`src/rtl/cn_link_host_pkg.sv`:
```
// cn_link_host_pkg: link symbol values and controller state encoding shared by the
// cn_link_host sources.
`default_nettype none

package cn_link_host_pkg;

  // Link symbols: bit8=0 carries a data byte, bit8=1 carries a control code.
  localparam logic [8:0] SYM_IDLE     = 9'h100;
  localparam logic [8:0] SYM_START    = 9'h101;
  localparam logic [8:0] SYM_INIT     = 9'h102;
  localparam logic [8:0] SYM_FINISHED = 9'h103;

  typedef enum logic [3:0] {
    ST_IDLE     = 4'd0,
    ST_LOAD     = 4'd1,
    ST_GAP      = 4'd2,
    ST_START    = 4'd3,
    ST_WAIT_FIN = 4'd4,
    ST_INIT     = 4'd5,
    ST_XTX      = 4'd6,
    ST_XRX      = 4'd7,
    ST_OUT      = 4'd8,
    ST_FIN      = 4'd9
  } state_e;

  function automatic logic [8:0] data_sym(input logic [7:0] b);
    return {1'b0, b};
  endfunction

endpackage

`default_nettype wire

```
`src/rtl/cn_link_host_rx_shift.sv`:
```
// link_rx_shift: classifies incoming link symbols and collects returned data bytes
// into a 128-bit word with a byte count that saturates at 16.
`default_nettype none

module link_rx_shift
  import cn_link_host_pkg::*;
(
  input  logic         clk,
  input  logic         reset_l,
  input  logic         i_en,
  input  logic         i_clr,
  input  logic [8:0]   i_sym,
  output logic [127:0] o_data,
  output logic [4:0]   o_cnt,
  output logic         o_is_finished,
  output logic         o_is_bad
);

  logic [127:0] r_data;
  logic [4:0]   r_cnt;
  logic         w_is_data;

  assign w_is_data     = ~i_sym[8];
  assign o_is_finished = (i_sym == SYM_FINISHED);
  assign o_is_bad      = i_sym[8] && (i_sym != SYM_IDLE) && (i_sym != SYM_START) &&
                         (i_sym != SYM_INIT) && (i_sym != SYM_FINISHED);

  always_ff @(posedge clk or negedge reset_l) begin
    if (!reset_l) begin
      r_data <= '0;
      r_cnt  <= '0;
    end else if (i_clr) begin
      r_cnt <= '0;
    end else if (i_en && w_is_data) begin
      r_data <= {r_data[119:0], i_sym[7:0]};
      if (r_cnt != 5'd16) begin
        r_cnt <= r_cnt + 5'd1;
      end
    end
  end

  assign o_data = r_data;
  assign o_cnt  = r_cnt;

endmodule

`default_nettype wire

```
`src/rtl/cn_link_host.sv`:
```
// cn_link_host: host-side cn_core link driver; streams the initial state out as data
// symbols, triggers the hash, then reads the result back one 16-byte exchange per word.
`default_nettype none

module cn_link_host
  import cn_link_host_pkg::*;
#(
  parameter int WORDS      = 13,
  parameter int TIMEOUT_W  = 24,
  parameter int RX_TIMEOUT = 64
) (
  input  logic         clk,
  input  logic         reset_l,
  input  logic         go,
  input  logic [127:0] in_data,
  input  logic         in_valid,
  output logic         in_ready,
  output logic [127:0] out_data,
  output logic         out_valid,
  input  logic         out_ready,
  output logic [8:0]   link_tx,
  input  logic [8:0]   link_rx,
  output logic         busy,
  output logic         done,
  output logic         err_timeout,
  output logic         err_symbol
);

  localparam int WIDX_W = $clog2(WORDS + 1);
  localparam int RXTO_W = $clog2(RX_TIMEOUT + 1);
  localparam logic [WIDX_W-1:0]    WIDX_LAST = WIDX_W'(WORDS - 1);
  localparam logic [RXTO_W-1:0]    RXTO_LAST = RXTO_W'(RX_TIMEOUT - 1);
  // One below all-ones: the increment that would saturate the counter raises the error.
  localparam logic [TIMEOUT_W-1:0] TO_LAST   = {{(TIMEOUT_W-1){1'b1}}, 1'b0};

  state_e                r_state;
  logic [127:0]          r_tx_sh;
  logic [3:0]            r_bcnt;
  logic [WIDX_W-1:0]     r_widx;
  logic                  r_gap;
  logic [TIMEOUT_W-1:0]  r_tcnt;
  logic [RXTO_W-1:0]     r_rxto;
  logic [8:0]            r_link_tx;
  logic                  r_in_ready;
  logic [127:0]          r_out_data;
  logic                  r_out_valid;
  logic                  r_busy;
  logic                  r_done;
  logic                  r_err_timeout;
  logic                  r_err_symbol;

  logic                  w_rx_en;
  logic                  w_rx_clr;
  logic [127:0]          w_rx_data;
  logic [4:0]            w_rx_cnt;
  logic                  w_rx_fin;
  logic                  w_rx_bad;

  assign w_rx_en  = (r_state == ST_INIT) || (r_state == ST_XTX) || (r_state == ST_XRX);
  // OUT always precedes a new exchange, so clearing there leaves XTX with an empty count.
  assign w_rx_clr = (r_state == ST_INIT) || (r_state == ST_OUT);

  link_rx_shift u_rx (
    .clk           (clk),
    .reset_l       (reset_l),
    .i_en          (w_rx_en),
    .i_clr         (w_rx_clr),
    .i_sym         (link_rx),
    .o_data        (w_rx_data),
    .o_cnt         (w_rx_cnt),
    .o_is_finished (w_rx_fin),
    .o_is_bad      (w_rx_bad)
  );

  always_ff @(posedge clk or negedge reset_l) begin
    if (!reset_l) begin
      r_state       <= ST_IDLE;
      r_tx_sh       <= '0;
      r_bcnt        <= '0;
      r_widx        <= '0;
      r_gap         <= 1'b0;
      r_tcnt        <= '0;
      r_rxto        <= '0;
      r_link_tx     <= SYM_IDLE;
      r_in_ready    <= 1'b0;
      r_out_data    <= '0;
      r_out_valid   <= 1'b0;
      r_busy        <= 1'b0;
      r_done        <= 1'b0;
      r_err_timeout <= 1'b0;
      r_err_symbol  <= 1'b0;
    end else begin
      r_done <= 1'b0;
      if (w_rx_bad) begin
        r_err_symbol <= 1'b1;
      end
      case (r_state)
        ST_IDLE: begin
          r_link_tx <= SYM_IDLE;
          if (go) begin
            r_state       <= ST_LOAD;
            r_busy        <= 1'b1;
            r_err_timeout <= 1'b0;
            r_err_symbol  <= 1'b0;
            r_in_ready    <= 1'b1;
            r_bcnt        <= '0;
            r_widx        <= '0;
          end
        end
        ST_LOAD: begin
          if (r_bcnt == 4'd0) begin
            if (in_valid && r_in_ready) begin
              r_link_tx  <= data_sym(in_data[127:120]);
              r_tx_sh    <= {in_data[119:0], 8'h00};
              r_bcnt     <= 4'd1;
              r_in_ready <= 1'b0;
            end else begin
              r_link_tx  <= SYM_IDLE;
              r_in_ready <= 1'b1;
            end
          end else begin
            r_link_tx <= data_sym(r_tx_sh[127:120]);
            r_tx_sh   <= {r_tx_sh[119:0], 8'h00};
            r_bcnt    <= r_bcnt + 4'd1;
            if (r_bcnt == 4'd15) begin
              if (r_widx == WIDX_LAST) begin
                r_state <= ST_GAP;
                r_gap   <= 1'b0;
              end else begin
                r_widx     <= r_widx + WIDX_W'(1);
                r_in_ready <= 1'b1;
              end
            end
          end
        end
        ST_GAP: begin
          r_link_tx <= SYM_IDLE;
          r_gap     <= 1'b1;
          if (r_gap) begin
            r_state <= ST_START;
          end
        end
        ST_START: begin
          r_link_tx <= SYM_START;
          r_tcnt    <= '0;
          r_state   <= ST_WAIT_FIN;
        end
        ST_WAIT_FIN: begin
          r_link_tx <= SYM_IDLE;
          if (w_rx_fin) begin
            r_state <= ST_INIT;
          end else if (r_tcnt == TO_LAST) begin
            r_err_timeout <= 1'b1;
            r_state       <= ST_FIN;
          end else begin
            r_tcnt <= r_tcnt + TIMEOUT_W'(1);
          end
        end
        ST_INIT: begin
          r_link_tx <= SYM_INIT;
          r_widx    <= '0;
          r_bcnt    <= '0;
          r_state   <= ST_XTX;
        end
        ST_XTX: begin
          r_link_tx <= data_sym(8'h00);
          r_bcnt    <= r_bcnt + 4'd1;
          if (r_bcnt == 4'd15) begin
            r_rxto  <= '0;
            r_state <= ST_XRX;
          end
        end
        ST_XRX: begin
          r_link_tx <= SYM_IDLE;
          if (w_rx_cnt == 5'd16) begin
            r_out_data  <= w_rx_data;
            r_out_valid <= 1'b1;
            r_state     <= ST_OUT;
          end else if (r_rxto == RXTO_LAST) begin
            r_err_timeout <= 1'b1;
            r_state       <= ST_FIN;
          end else begin
            r_rxto <= r_rxto + RXTO_W'(1);
          end
        end
        ST_OUT: begin
          r_link_tx <= SYM_IDLE;
          if (out_ready) begin
            r_out_valid <= 1'b0;
            if (r_widx == WIDX_LAST) begin
              r_state <= ST_FIN;
            end else begin
              r_widx  <= r_widx + WIDX_W'(1);
              r_bcnt  <= '0;
              r_state <= ST_XTX;
            end
          end
        end
        ST_FIN: begin
          r_link_tx  <= SYM_IDLE;
          r_done     <= 1'b1;
          r_busy     <= 1'b0;
          r_in_ready <= 1'b0;
          r_state    <= ST_IDLE;
        end
        default: begin
          r_link_tx <= SYM_IDLE;
          r_state   <= ST_IDLE;
        end
      endcase
    end
  end

  assign link_tx     = r_link_tx;
  assign in_ready    = r_in_ready;
  assign out_data    = r_out_data;
  assign out_valid   = r_out_valid;
  assign busy        = r_busy;
  assign done        = r_done;
  assign err_timeout = r_err_timeout;
  assign err_symbol  = r_err_symbol;

endmodule

`default_nettype wire
```
`config.mk`:
```
export PLATFORM = sky130hd
export DESIGN_NAME = cn_link_host
export DESIGN_NICKNAME = d
export VERILOG_FILES = /design/src/rtl/cn_link_host_pkg.sv /design/src/rtl/cn_link_host_rx_shift.sv /design/src/rtl/cn_link_host.sv
export SDC_FILE = /design/constraint.sdc
export NUM_CORES = 1
export LEC_CHECK = 0
export CAP_MARGIN = 20
export CORE_ASPECT_RATIO = 1.75
export CORE_MARGIN = 2
export CORE_UTILIZATION = 58
export DETAILED_ROUTE_END_ITERATION = 8
export MAX_ROUTING_LAYER = met4
export PLACE_DENSITY = 0.85
export SETUP_SLACK_MARGIN = 0.2
export SLEW_MARGIN = 20
export SYNTH_ARGS = -nofsm -noshare
export SYNTH_HDL_FRONTEND = slang
export SYNTH_SLANG_ARGS = --single-unit
```
`constraint.sdc`:
```
create_clock -name clk -period 3.8 [get_ports clk]
set_clock_uncertainty 0.05 [all_clocks]
set_input_delay 0.57 -clock clk [delete_from_list [all_inputs] [get_ports clk]]
set_output_delay 0.57 -clock clk [all_outputs]
set_load 0.03 [all_outputs]
```
==> impl_metrics.json <==
{
  "status": "finished, final reports clean",
  "grt_overflow": 0,
  "die_x_um": 139,
  "critPathMaxFanout": 24,
  "synth-seq-cells": 440,
  "drv_cap": 0,
  "cts_made_buffers": 39,
  "synth_xor_area_share_pct": 0.333,
  "power_uw": 14700,
  "synth_edf_count": 0,
  "vias_per_cell": 5.87,
  "start_util_pct": 58.6,
  "irDropWorstVdd_v": 0.000653,
  "synth_top_family_by_area": "multiplexers",
  "fill_cells": 2047,
  "design.die.area_um2": 33200,
  "p_per_area_nw_per_um2": 639,
  "path_clk_slew_ps": 70,
  "finalMaxSlewViolations": 0,
  "utilization_pct": 73.3,
  "synth_warnings": 0,
  "synth_fa_ha_area_share_pct": 0.612,
  "root_buffer": "clkbuf_16",
  "num_rows": 86,
  "worstSetupPathType": "flip-flop to flip-flop",
  "grt_usage_pct": 28.1,
  "min_path_type": "flip-flop to flip-flop",
  "cts_max_path_buffers": 3,
  "end_kind": "flip-flop",
  "cts_hold_buf": 1,
  "drt_iter0_drc": 955,
  "period_needed_ps": 2780,
  "cellLeakagePower_uw": 0.0105,
  "final_common_cell": "dfrtp_1",
  "first_global_vias": 13700,
  "slew_headroom_pct": 31.4,
  "syn_area_um2": 18400,
  "globalplace.congestion": 0.890,
  "rsz0062_at_grt": "false",
  "ys_async_sr_fraction_pct": 100,
  "drc": 0,
  "final_nets": 1976,
  "vias": 13200,
  "setup_viol": 0,
  "ys_seq_area_share_pct": 59.8,
  "die_height_um": 240,
  "fin_setup_tns_ps": 0,
  "ant_nets": 0,
  "finalCritPeriodShare_pct": 73.1,
  "critPathArrivalTime_ps": 3150,
  "routed_wl_um": 45000,
  "yosys_most_used_dff": "dfrtp_1",
  "finalHoldViolations": 0,
  "antenna_found_initial": 1,
  "max_freq_mhz": 360,
  "dr.pass1.iters": 6,
  "numPortBuffers": 284,
  "io_pins": 285,
  "syn_inst": 1570,
  "hpwl_um": 31500,
  "place_inst": 2179,
  "clock-sinks": 440,
  "final_cells": 2252,
  "worst_ep_required_time_ps": 4170,
  "cts_tree": "built",
  "htree_levels": 2,
  "muxShareOfSynthArea_pct": 16.1,
  "drive_gt1_share_pct": 20.1,
  "core-area_um2": 31400,
  "wire_per_inst_um": 20.0,
  "synthesis.nets": 1721,
  "grt_pass1_wl_um": 72200,
  "synthSimpleGateAreaFrac_pct": 12.4,
  "worst_slew_pin_slew_ps": 1010,
  "worst_setup_path_start_kind": "flip-flop",
  "grt_max_degree": 117,
  "yosysUniqueCellTypes": 64,
  "layout_common_cells": "439 x dfrtp_1, 283 x clkdlybuf4s50_1, 258 x mux2_2",
  "cts-resized-gates": 0,
  "postCtsSetupRepairBufs": 0,
  "insertion_delay_ps": 550,
  "synth_compound_gate_area_share_pct": 8.09,
  "avgSynthCellArea_um2": 11.7,
  "area_delta_synth_final_pct": 25.2
}
worst max-delay path: stages, from the launching register on:
cell	delay, ps
dfrtp_1	820
nor4b_4	470
nand4_2	260
nor2b_2	740
nor3_1	140
mux2i_1	160
synth_stat cells, drive strengths merged, types with 6 or more instances:
cell / n / area (µm²)
clkbuf: 42 / 158
dfrtp: 439 / 11000
nor3: 9 / 55.1
a21oi: 36 / 188
or4: 12 / 90.1
a22o: 15 / 131
buf: 58 / 297
or3: 7 / 43.8
o31ai: 17 / 128
nand4: 13 / 87.6
and4: 6 / 52.6
nor2: 140 / 526
mux2: 258 / 2910
a31oi: 116 / 726
nand2b: 11 / 68.8
and2: 6 / 37.5
ha: 9 / 113
and3: 12 / 75.1
inv: 10 / 37.5
nand3: 18 / 90.1
o21ai: 22 / 110
nand2: 256 / 961
per-layer routing:
layer / share of wire (%) / up-vias / global-route usage (%)
met5: 0 / - / -
met4: 4.5 / 0 / 11.8
met3: 5.5 / 110 / 4.88
met2: 53 / 482 / 49.5
met1: 37 / 6586 / 31.6
li1: - / 6039 / -
report_power, final:
| group | switching, µW | total (µW) | internal (µW) |
|---|---|---|---|
| registers | 666 | 6260 | 5590 |
| logic | 2700 | 4390 | 1680 |
| clock network | 1780 | 4080 | 2300 |
path summary, 6_finish.rpt:
| path | from | end | slack [ps] | depth (start not counted) |
|---|---|---|---|---|
| max | r_state[2] | r_tcnt[5] | 1020 | 5 |
| min reg2reg | out_data[9] | out_data[9] | 450 | 1 |
| min in group asynchronous | reset_l | u_rx.o_data[124] | 540 | 2 |
| min | out_data[9] | out_data[9] | 450 | 1 |
| max in group asynchronous | reset_l | r_tx_sh[86] | 2090 | 4 |
| max reg2reg | r_state[2] | r_tcnt[5] | 1020 | 5 |
sequential cells by signal (all words and copies together) (netlist names):
signal / count
busy: 1
done: 1
err_symbol: 1
err_timeout: 1
in_ready: 1
link_tx: 9
out_data: 128
out_valid: 1
r_bcnt: 4
r_gap: 1
r_rxto: 7
r_state: 4
r_tcnt: 24
r_tx_sh: 120
r_widx: 4
u_rx.o_cnt: 5
u_rx.o_data: 128
per-stage QoR:
stage | cell area (µm²) | setup slack [ps] | hold slack [ps]
5_1_grt | 23000 | 799 | 470
3_3_place_gp | 21700 | 1060 | 433
6_report | 23000 | 1020 | 454
3_5_place_dp | 21700 | 960 | 436
4_1_cts | 23000 | 1100 | 455
2_1_floorplan | 18400 | 1660 | 224
layout make-up:
cell class	instances	area (µm²)	area share, %
Clock inverter	16	191	0.831
Multi-Input combinational cell	1020	6930	30.1
Tap cell	396	495	2.15
Clock buffer	55	1160	5.02
Inverter	10	37.5	0.163
Antenna cell	1	2.50	0.0109
Timing Repair Buffer	314	3230	14.0
Sequential cell	440	11000	47.8
cells by family (layout without fill, tap and decap cells):
group | after synthesis | in the layout
AOI/OAI and AO/OA | 230 | 230
xor gates and xnor gates | 7 | 7
adders and majority gates | 9 | 9
buffers and inverters | 110 | 395
DFF | 440 | 440
muxes | 263 | 263
other | 0 | 1
and+or+nand+nor | 511 | 511
(Power assumes the default switching activity.)
